===== src/rtl/logic_op_pkg.sv =====
// Shared definitions for the logic-op scheduler: opcode values, FSM state
// encoding and the round-robin pick helper.
package logic_op_pkg;

    localparam int DEFAULT_WIDTH = 4;

    localparam logic [2:0] OP_NOT  = 3'd0;
    localparam logic [2:0] OP_OR   = 3'd1;
    localparam logic [2:0] OP_NOR  = 3'd2;
    localparam logic [2:0] OP_AND  = 3'd3;
    localparam logic [2:0] OP_NAND = 3'd4;
    localparam logic [2:0] OP_XOR  = 3'd5;
    localparam logic [2:0] OP_XNOR = 3'd6;
    localparam logic [2:0] OP_RSVD = 3'd7;

    typedef enum logic [1:0] {
        IDLE = 2'd0,
        EXEC = 2'd1,
        RESP = 2'd2
    } state_e;

    // Winner ID between two requesters; prio only breaks ties.
    function automatic logic rr_pick(input logic v0, input logic v1, input logic prio);
        logic id;
        if (v0 && v1) begin
            id = prio;
        end else begin
            id = v1;
        end
        return id;
    endfunction

endpackage


===== src/rtl/logic_op_scheduler_logic_unit.sv =====
// Purely combinational bitwise logic unit shared by both requesters.
module logic_unit
    import logic_op_pkg::*;
#(
    parameter int WIDTH = DEFAULT_WIDTH
) (
    input  logic [WIDTH-1:0] a_in,
    input  logic [WIDTH-1:0] b_in,
    input  logic [2:0]       op_in,
    output logic [WIDTH-1:0] y_out,
    output logic             err_out
);

    always_comb begin
        y_out   = '0;
        err_out = 1'b0;
        case (op_in)
            OP_NOT:  y_out = ~a_in;
            OP_OR:   y_out = a_in | b_in;
            OP_NOR:  y_out = ~(a_in | b_in);
            OP_AND:  y_out = a_in & b_in;
            OP_NAND: y_out = ~(a_in & b_in);
            OP_XOR:  y_out = a_in ^ b_in;
            OP_XNOR: y_out = ~(a_in ^ b_in);
            default: begin
                y_out   = '0;
                err_out = 1'b1;
            end
        endcase
    end

endmodule


===== src/rtl/logic_op_scheduler.sv =====
// Round-robin scheduler sharing one logic unit between two requesters;
// IDLE accepts, EXEC evaluates, RESP holds the result until taken.
module logic_op_scheduler
    import logic_op_pkg::*;
#(
    parameter int WIDTH      = DEFAULT_WIDTH,
    parameter bit PRIO_RESET = 1'b0
) (
    input  logic             clk_in,
    input  logic             rst_in,

    input  logic             req0_valid_in,
    output logic             req0_ready_out,
    input  logic [WIDTH-1:0] req0_a_in,
    input  logic [WIDTH-1:0] req0_b_in,
    input  logic [2:0]       req0_op_in,

    input  logic             req1_valid_in,
    output logic             req1_ready_out,
    input  logic [WIDTH-1:0] req1_a_in,
    input  logic [WIDTH-1:0] req1_b_in,
    input  logic [2:0]       req1_op_in,

    output logic             rsp_valid_out,
    input  logic             rsp_ready_in,
    output logic             rsp_id_out,
    output logic [WIDTH-1:0] rsp_y_out,
    output logic             rsp_err_out,

    output logic             busy_out
);

    state_e           state_q, state_d;
    logic             prio_q, prio_d;
    logic [WIDTH-1:0] a_q, a_d;
    logic [WIDTH-1:0] b_q, b_d;
    logic [2:0]       op_q, op_d;
    logic             id_q, id_d;
    logic             rsp_valid_q, rsp_valid_d;
    logic [WIDTH-1:0] rsp_y_q, rsp_y_d;
    logic             rsp_id_q, rsp_id_d;
    logic             rsp_err_q, rsp_err_d;

    logic             grant_id;
    logic             accept;
    logic [WIDTH-1:0] lu_y;
    logic             lu_err;

    logic_unit #(
        .WIDTH (WIDTH)
    ) u_logic_unit (
        .a_in    (a_q),
        .b_in    (b_q),
        .op_in   (op_q),
        .y_out   (lu_y),
        .err_out (lu_err)
    );

    // Reset wins over a same-cycle request, so acceptance is masked by rst_in.
    assign grant_id = rr_pick(req0_valid_in, req1_valid_in, prio_q);
    assign accept   = (state_q == IDLE) && (req0_valid_in || req1_valid_in) && !rst_in;

    assign req0_ready_out = accept && !grant_id;
    assign req1_ready_out = accept && grant_id;

    assign rsp_valid_out = rsp_valid_q;
    assign rsp_y_out     = rsp_y_q;
    assign rsp_id_out    = rsp_id_q;
    assign rsp_err_out   = rsp_err_q;
    assign busy_out      = (state_q != IDLE);

    always_comb begin
        state_d     = state_q;
        prio_d      = prio_q;
        a_d         = a_q;
        b_d         = b_q;
        op_d        = op_q;
        id_d        = id_q;
        rsp_valid_d = rsp_valid_q;
        rsp_y_d     = rsp_y_q;
        rsp_id_d    = rsp_id_q;
        rsp_err_d   = rsp_err_q;

        case (state_q)
            IDLE: begin
                if (accept) begin
                    a_d     = grant_id ? req1_a_in  : req0_a_in;
                    b_d     = grant_id ? req1_b_in  : req0_b_in;
                    op_d    = grant_id ? req1_op_in : req0_op_in;
                    id_d    = grant_id;
                    prio_d  = ~grant_id;
                    state_d = EXEC;
                end
            end
            EXEC: begin
                rsp_y_d     = lu_y;
                rsp_err_d   = lu_err;
                rsp_id_d    = id_q;
                rsp_valid_d = 1'b1;
                state_d     = RESP;
            end
            RESP: begin
                if (rsp_ready_in) begin
                    rsp_valid_d = 1'b0;
                    state_d     = IDLE;
                end
            end
            default: begin
                rsp_valid_d = 1'b0;
                state_d     = IDLE;
            end
        endcase
    end

    always_ff @(posedge clk_in) begin
        if (rst_in) begin
            state_q     <= IDLE;
            prio_q      <= PRIO_RESET;
            rsp_valid_q <= 1'b0;
            rsp_y_q     <= '0;
            rsp_id_q    <= 1'b0;
            rsp_err_q   <= 1'b0;
        end else begin
            state_q     <= state_d;
            prio_q      <= prio_d;
            rsp_valid_q <= rsp_valid_d;
            rsp_y_q     <= rsp_y_d;
            rsp_id_q    <= rsp_id_d;
            rsp_err_q   <= rsp_err_d;
        end
    end

    // Operand latches are only consumed after an accept, so they need no reset.
    always_ff @(posedge clk_in) begin
        a_q  <= a_d;
        b_q  <= b_d;
        op_q <= op_d;
        id_q <= id_d;
    end

endmodule


===== config.mk =====
export PLATFORM = sky130hd
export DESIGN_NAME = logic_op_scheduler
export DESIGN_NICKNAME = d
export VERILOG_FILES = /design/src/rtl/logic_op_pkg.sv /design/src/rtl/logic_op_scheduler_logic_unit.sv /design/src/rtl/logic_op_scheduler.sv
export SDC_FILE = /design/constraint.sdc
export NUM_CORES = 1
export LEC_CHECK = 0
export CAP_MARGIN = 30
export CORE_UTILIZATION = 51
export DETAILED_ROUTE_END_ITERATION = 8
export GPL_ROUTABILITY_DRIVEN = 1
export PLACE_DENSITY_LB_ADDON = 0.3
export SYNTH_ARGS = -nofsm -noshare
export SYNTH_HDL_FRONTEND = slang
export SYNTH_SLANG_ARGS = --single-unit

===== constraint.sdc =====
create_clock -name clk_in -period 3 [get_ports clk_in]
set_input_delay 0.6 -clock clk_in [delete_from_list [all_inputs] [get_ports clk_in]]
set_output_delay 0.6 -clock clk_in [all_outputs]
set_load 0.01 [all_outputs]

======== After elaboration in Yosys (flattened, before gate mapping) ========
Cells that the tools add are included.
W data, S select, Z words.
storage, ports and cells
  flip-flop bits (word level) ............. 22
  bits in latches ......................... 0
  RAM bits ................................ 0
  memory bits (read-only) ................. 0
  bits of input ports ..................... 27
  output and inout port bits .............. 10
  memories ................................ 0
operators by class
  $add $sub $neg .......................... 0
  multipliers ............................. 0
  divide/modulo/power cells ............... 0
  magnitude comparators ................... 0
  equality and inequality tests ........... 10
  shift operators ......................... 0
  muxes and demuxes ....................... 11
  bitwise logic cells ..................... 9
  reductions and logical operators ........ 15
operators with widths
  cell                  number
  $pmux W4 S7           1
  $not A4 Y4            4
  $eq A3 B3 Y1 const B  3
  $mux W4               2
  $reduce_or A7 Y1      1
  $eq A3 B2 Y1 const B  2
  $pmux W2 S3           1
  $reduce_and A2 Y1     3
  $logic_and A1 B1 Y1   5
  $and A4 B4 Y4         1
  $mux W2               2
  $ne A2 B2 Y1 const B  2
  $or A4 B4 Y4          1
  $xor A4 B4 Y4         1
  $eq A3 B1 Y1 const B  1
  $logic_not A3 Y1      1
  $mux W1               3
  $mux W3               1
  $pmux W1 S3           1
  $eq A2 B1 Y1 const B  1
  $eq A2 B2 Y1 const B  1
  $logic_not A1 Y1      2
  $logic_not A2 Y1      1
  $not A1 Y1            2
  2 further kinds       2

======== Longest topological paths before layout ========
  word-level depth ........................ 5
  mapped depth ............................ 6

======== Hierarchy ========
A second synthesis with hierarchy kept.
unflattened totals
  cells, all modules ...................... 124
  area total of the unflattened synthesis .. 1358.8 sq um
by module, submodules not included
  module              times used  cells each  area each (sq um)  sequential area each (sq um)
  logic_op_scheduler  1           67          935.9              560.5
  logic_unit          1           57          422.9              0.0

======== Worst setup path before layout ========
No wires, ideal clock.
  path kind ............................... input port to output port
  from .................................... input rst_in
  to ...................................... output req0_ready_out
  data arrival time ....................... 1.472 ns
  path slack .............................. 0.928 ns
  stages on the path ...................... 3
  path buffers ............................ 1
  cells stage by stage .................... buf_2 nor3_4 and2_1
on the way
  cells in the longest elaborated chain, start to end .. 3
ends and longest elaborated chain
  item                 RTL line                  text
  start: declaration   logic_op_scheduler.sv:10  input logic rst_in,
  $logic_not A1 Y1     logic_op_scheduler.sv:61  assign accept = (state_q == IDLE) && (req0_valid_in || req1_valid_in) && !rst_in;
  $logic_and A1 B1 Y1  logic_op_scheduler.sv:61
  $logic_and A1 B1 Y1  logic_op_scheduler.sv:63  assign req0_ready_out = accept && !grant_id;
  end: declaration     logic_op_scheduler.sv:13  output logic req0_ready_out,
Every way passes these cells.

======== Worst setup path after layout ========
  from .................................... input rst_in
  to ...................................... output req1_ready_out
on the way
  cells in the longest elaborated chain, start to end .. 3
ends and longest elaborated chain
  item                 RTL line                  text
  $logic_not A1 Y1     logic_op_scheduler.sv:61
  $logic_and A1 B1 Y1  logic_op_scheduler.sv:61
  $logic_and A1 B1 Y1  logic_op_scheduler.sv:64  assign req1_ready_out = accept && grant_id;
  end: declaration     logic_op_scheduler.sv:19  output logic req1_ready_out,
Every way passes these cells.

==> run_results.csv <==
group,metric,value,unit
yosys,syn_nets,158,
clock_tree,cts_tree,"built",
sta,finalSetupTns,0,ns
job,cap_violations,0,
worst_setup_path,r2r_start,"op_q[2]$_DFFE_PP_",
die,die_w,52.6,microns
sta,setup_viol,0,
drt,drt-total-wl,2310,microns
yosys,synth_top_area_share,27.6,%
die,core,0.00232,sq mm
power,p_leak,0.663,nW
clock_tree,worstSkewPairLatency,0.31,ns
clock_tree,cts_sinks,22,
grt,grt.total_usage,20.5,%
sta,tightest_slew,0.610,ns
worst_setup_path,path_class,"in -> out",
yosys,ys_ff_latch,22,
die,die_area,0.00277,sq mm
sta,holdWs,0.466,ns
drt,num_vias,981,
clock_tree,cts.path.max_buffers,2,
clock_tree,cts.clk_slew.worst_paths,0.12,ns
die,start_util,56.3,%
yosys,yosysMostFrequentCell,"inv_1",
yosys,yosysUniqueCellTypes,33,
finish,nets,195,
grt,use_met2,36.5,%
yosys,synth_common_cells,"13 x inv_1, 12 x edfxtp_1, 10 x dfxtp_1, 10 x mux2_2",
yosys,synth-edff-count,12,
clock_tree,postCtsHoldBufs,0,
die,rows,17,
clock_tree,cts_made_buffers,3,
drt,drc,0,
die,die_height,52.6,microns
yosys,ys.flop_type,"edfxtp_1",
drt,vias_per_cell,5.25,
grt,grt_max_degree,19,
power,totalPowerFinal,0.000683,W
yosys,syn_avg_cell_area,10.6,sq um
grt,met3_usage,3.48,%
clock_tree,cts-root-buf,"clkbuf_4",
yosys,yosysTopAreaCell,"edfxtp_1",
placed_design,dpl_worst_slack,0.383,ns
sta,slew_violations,0,
finish,nFillCells,168,
drt,first_iter_violations,15,
power,power.density,403,mW/mm^2
placed_design,dp_cells,183,
min_path,worstHoldPathType,"reg -> reg",
yosys,synth_warnings,0,
min_path,min_path_cells,2,
finish,instances_no_fill,187,
clock_tree,htreeDepth,1,
yosys,synthArstFlopShare,0,%
power,ir_worst_vdd,0.301,mV
yosys,synth_cells,123,
drt,wl_per_cell,12.4,microns
sta,relSlewSlack,59.3,%
yosys,synthTopCellsByArea,"edfxtp_1 28%, dfxtp_1 15%, mux2_2 8.6%",
die,io-pin-count,37,
sta,rsz0062_at_grt,"false",
drt,drt_pass1_iterations,4,
worst_setup_path,end_kind,"output port",
worst_setup_path,crit_path_cell_trace,"clkdlybuf4s50_1, buf_4, nor3_1, clkdlybuf4s50_1",
drt,drtAntennaViolNets,0,
worst_setup_path,slowest_delay,0.56,ns
worst_setup_path,path_depth,4,
finish,antennaDiodeCount,0,
placed_design,io_buffers,36,
worst_setup_path,required,2.40,ns
sta,period_share,87.0,%
clock_tree,post_cts_buffers,0,
worst_setup_path,startpoint,"rst_in",
finish,area_delta_synth_final,29.6,%
worst_setup_path,cp_top_family,"buffers and inverters",
sta,setup_ws,0.390,ns
grt,first_global_vias,1001,
worst_setup_path,cp_common_cell,"clkdlybuf4s50_1",
worst_setup_path,cp.arrival,2.01,ns
placed_design,dpl.hpwl,1790,microns
finish,final_layout_size_suffix_gt1_share,12.6,%
grt,antenna_found_initial,0,
yosys,ys_seq_area_share,42.9,%
grt,grt_pass1_wl,4020,microns
worst_setup_path,cp-start-kind,"primary input",
sta,fin_worst_skew,0.00182,ns
worst_setup_path,path_max_fanout,9,
sta,fmax,383,MHz
grt,met1_usage,22.5,%
sta,finalCriticalPeriod,2.61,ns
worst_setup_path,worst-r2r-cell-count,3,
min_path,worstHoldStart,"rsp_id_out$_SDFFE_PP0P_",
yosys,netlist_area,0.00131,sq mm
placed_design,place_congestion,0.759,
worst_setup_path,timing.critical_path.buf_inv,3,
run_status,run_status,"finished clean",
grt,grt_overflow,0,
grt,top_usage_layer,"met2",
worst_setup_path,cpMaxStageDelayCell,"clkdlybuf4s50_1",
clock_tree,cts_resized,0,
sta,hold_viol,0,
-- layer usage --
layer | part of all wire [%] | vias to the layer above
met5 | 0 | -
met4 | 2.1 | 0
met3 | 4.5 | 5
met2 | 51 | 30
met1 | 43 | 438
li1 | - | 508
-- where the power goes --
part,internal [W],switching [W],total [W]
Sequential,0.000346,0.0000249,0.000371
Combinational,0.000103,0.0000665,0.000170
Clock,0.0000520,0.0000901,0.000142
Total,0.000501,0.000181,0.000683
-- per-stage QoR --
stage | cell area [sq um] | utilization [%]
floorplan | 1310 | -
global placement | 1670 | 71.9
detailed placement | 1670 | 71.9
CTS | 1690 | 73.0
global route | 1690 | 73.0
finish | 1690 | 73.0
-- worst register-to-register path, stage by stage, from the launching register on --
cell and delay, ns:
edfxtp_1 0.76, mux2i_1 0.20, a211o_1 0.32, a32o_1 0.25
-- state kept, by name, summed over array words and instances, names as in the netlist --
signal         count
a_q                4
b_q                4
rsp_y_out          4
op_q               3
state_q            2
id_q               1
prio_q             1
rsp_err_out        1
rsp_id_out         1
rsp_valid_out      1
-- layout make-up --
type	count	area, sq um	share of cell area, %
Timing Repair Buffer	39	383	22.6
Sequential cell	22	561	33.1
Multi-Input combinational cell	81	639	37.8
Clock buffer	4	26.3	1.55
Tap cell	28	35.0	2.07
Inverter	13	48.8	2.88
-- layout by cell type, fill, tap and decap left out, types with 2 or more instances in the layout --
master and n:
a21oi_1 4, a211oi_1 4, mux2_2 10, mux2_1 2, clkbuf_4 3, a211o_1 2, inv_1 13, dfxtp_1 10
nand2_1 5, o21ai_0 2, nor2_1 7, buf_4 3, o211ai_1 3, a32o_1 3, o21ai_1 2, mux2i_1 3
clkdlybuf4s50_1 36, nor2b_1 8, ha_1 8, edfxtp_1 12, and2_1 3, nor3_1 4
-- cell families (layout without fill, tap and decap cells) --
group | count (synthesis) | after routing | synth area share, %
AO/OA/AOI/OAI | 24 | 24 | 13.9
adder cells (fa/ha/maj) | 8 | 8 | 7.66
buffers and inverters | 20 | 56 | 8.14
flip-flops | 22 | 22 | 42.9
multiplexers | 15 | 15 | 12.6
AND/OR/NAND/NOR | 34 | 34 | 14.8
-- path summary, 6_finish.rpt --
path | to | slack [ns]
setup / recovery | req1_ready_out | 0.39
hold / removal | rsp_id_out$_SDFFE_PP0P_ | 0.47
setup reg to reg | rsp_y_out[1]$_SDFFE_PP0P_ | 1.38
hold reg to reg | rsp_id_out$_SDFFE_PP0P_ | 0.47
Note: power is estimated with default switching activity, not from simulation.
==> patch: new RTL, same flow settings <==
Change the parameter `PRIO_RESET` from 1'b0 to 1'b1.
--- a/src/rtl/logic_op_scheduler.sv
+++ b/src/rtl/logic_op_scheduler.sv
@@ -6,3 +6,3 @@
     parameter int WIDTH      = DEFAULT_WIDTH,
-    parameter bit PRIO_RESET = 1'b0
+    parameter bit PRIO_RESET = 1'b1
 ) (
Function: changed (Yosys sat finds a counterexample within 4 cycles, from zero or initial values and one cycle with rst_in high).
==> patch against the unedited design <==
Critical endpoint is now req0_ready_out. Synthesized area is 0.67% lower. Die area shrank 0.65%. Routed wire length is 10% higher. Power decreased by 0.65%. Sequential cell count unchanged. Worst setup slack got worse by 0.10 ns. Cell count is 1.1% higher. Cell area decreased by 0.67%.
==> patch: results (changes against the unedited design) <==
- Outcome: finished, final reports clean (unchanged)
- Seq/Total Area, Yosys: 43.2% (was 42.9%)
- Fill cells: 169 (was 168)
- First-pass GRT wire length: 4180 µm (was 4020 µm)
- Routed WL: 2550 µm (was 2310 µm)
- Fraction of layout cells with a size suffix above 1: 11.2% (was 12.6%)
- M2 GR Usage: 38.6% (was 36.5%)
- Leakage: 0.662 nW (was 0.663 nW)
- Via count: 1029 (was 981)
- Setup crit end: req0_ready_out (was req1_ready_out)
- Nets: 197 (was 195)
- Worst-path maximum fanout: 3 (was 9)
- Mux cell area share after synthesis: 12.7% (was 12.6%)
- Worst EP arrival: 2.11 ns (was 2.01 ns)
- Yosys cell types: 32 (was 33)
- Synth area leaders: edfxtp_1 28%, dfxtp_1 15%, mux2_2 8.7% (was edfxtp_1 28%, dfxtp_1 15%, mux2_2 8.6%)
- Top post-synthesis cells by count: 12 x edfxtp_1, 12 x inv_1, 10 x dfxtp_1, 10 x mux2_2, 9 x nor2_1 (was 13 x inv_1, 12 x edfxtp_1, 10 x dfxtp_1, 10 x mux2_2)
- Clk_skew: 0.000961 ns (was 0.00182 ns)
- Adder-Cell Fraction of Synth Area: 7.71% (was 7.66%)
- Worst Tran Pin Value: 0.597 ns (was 0.610 ns)
- DRT iter0 DRCs: 23 (was 15)
- Routed WL per cell: 13.5 µm (was 12.4 µm)
- CP startpoint: req1_valid_in (was rst_in)
- Yosys top cell area share: 27.8% (was 27.6%)
- Syn_nets: 160 (was 158)
- P_sw: 0.185 mW (was 0.181 mW)
- Vias in the first global route: 1008 (was 1001)
- Met1 global-route usage: 24.0% (was 22.5%)
- GRT Util Overall: 21.2% (was 20.5%)
- GP Congestion: 0.751 (was 0.759)
==> patch: layer usage <==
metal / part of all wire, % / wire length [µm]
met1: 42 / 1060
met3: 4.9 / 125
met2: 52 / 1310
met4: 1.8 / 45
met5: 0 / 0
==> patch: worst reg2reg max path, stage by stage, from the launching register on <==
cell and delay [ns]:
edfxtp_1 0.75, mux2i_1 0.20, a211o_1 0.32, a32o_1 0.25
==> patch: layout make-up <==
cell class,count,area (µm²),area share (%)
Clock buffer,3,22.5,1.34
Clock inverter,1,3.75,0.223
Inverter,13,48.8,2.90
Multi-Input combinational cell,83,628,37.4
Sequential cell,22,561,33.3
Tap cell,28,35.0,2.08
Timing Repair Buffer,39,383,22.8
==> patch: worst min path at each step <==
stage	cells after the start	endpoint	startpoint	slack, ns
after floorplan	1	prio_q	prio_q	0.43
after global placement	1	prio_q	prio_q	0.44
after detailed placement	1	prio_q	prio_q	0.44
after CTS	1	prio_q	prio_q	0.47
after global routing	1	prio_q	prio_q	0.48
final	1	prio_q	prio_q	0.47
==> patch: kinds of logic after synthesis <==
kind of cell	Yosys count
flip-flops	22
multiplexers	15
buffers and inverters	20
adder cells (fa/ha/maj)	8
AO/OA/AOI/OAI	24
AND/OR/NAND/NOR	36
==> patch: stage by stage <==
stage	utilization [%]	worst slack, ns	total power, mW
2_1_floorplan	-	0.382	0.471
3_3_place_gp	72.1	0.337	0.533
3_5_place_dp	72.1	0.298	0.544
4_1_cts	73.2	0.293	0.682
5_1_grt	73.2	0.235	0.712
6_report	73.2	0.287	0.678
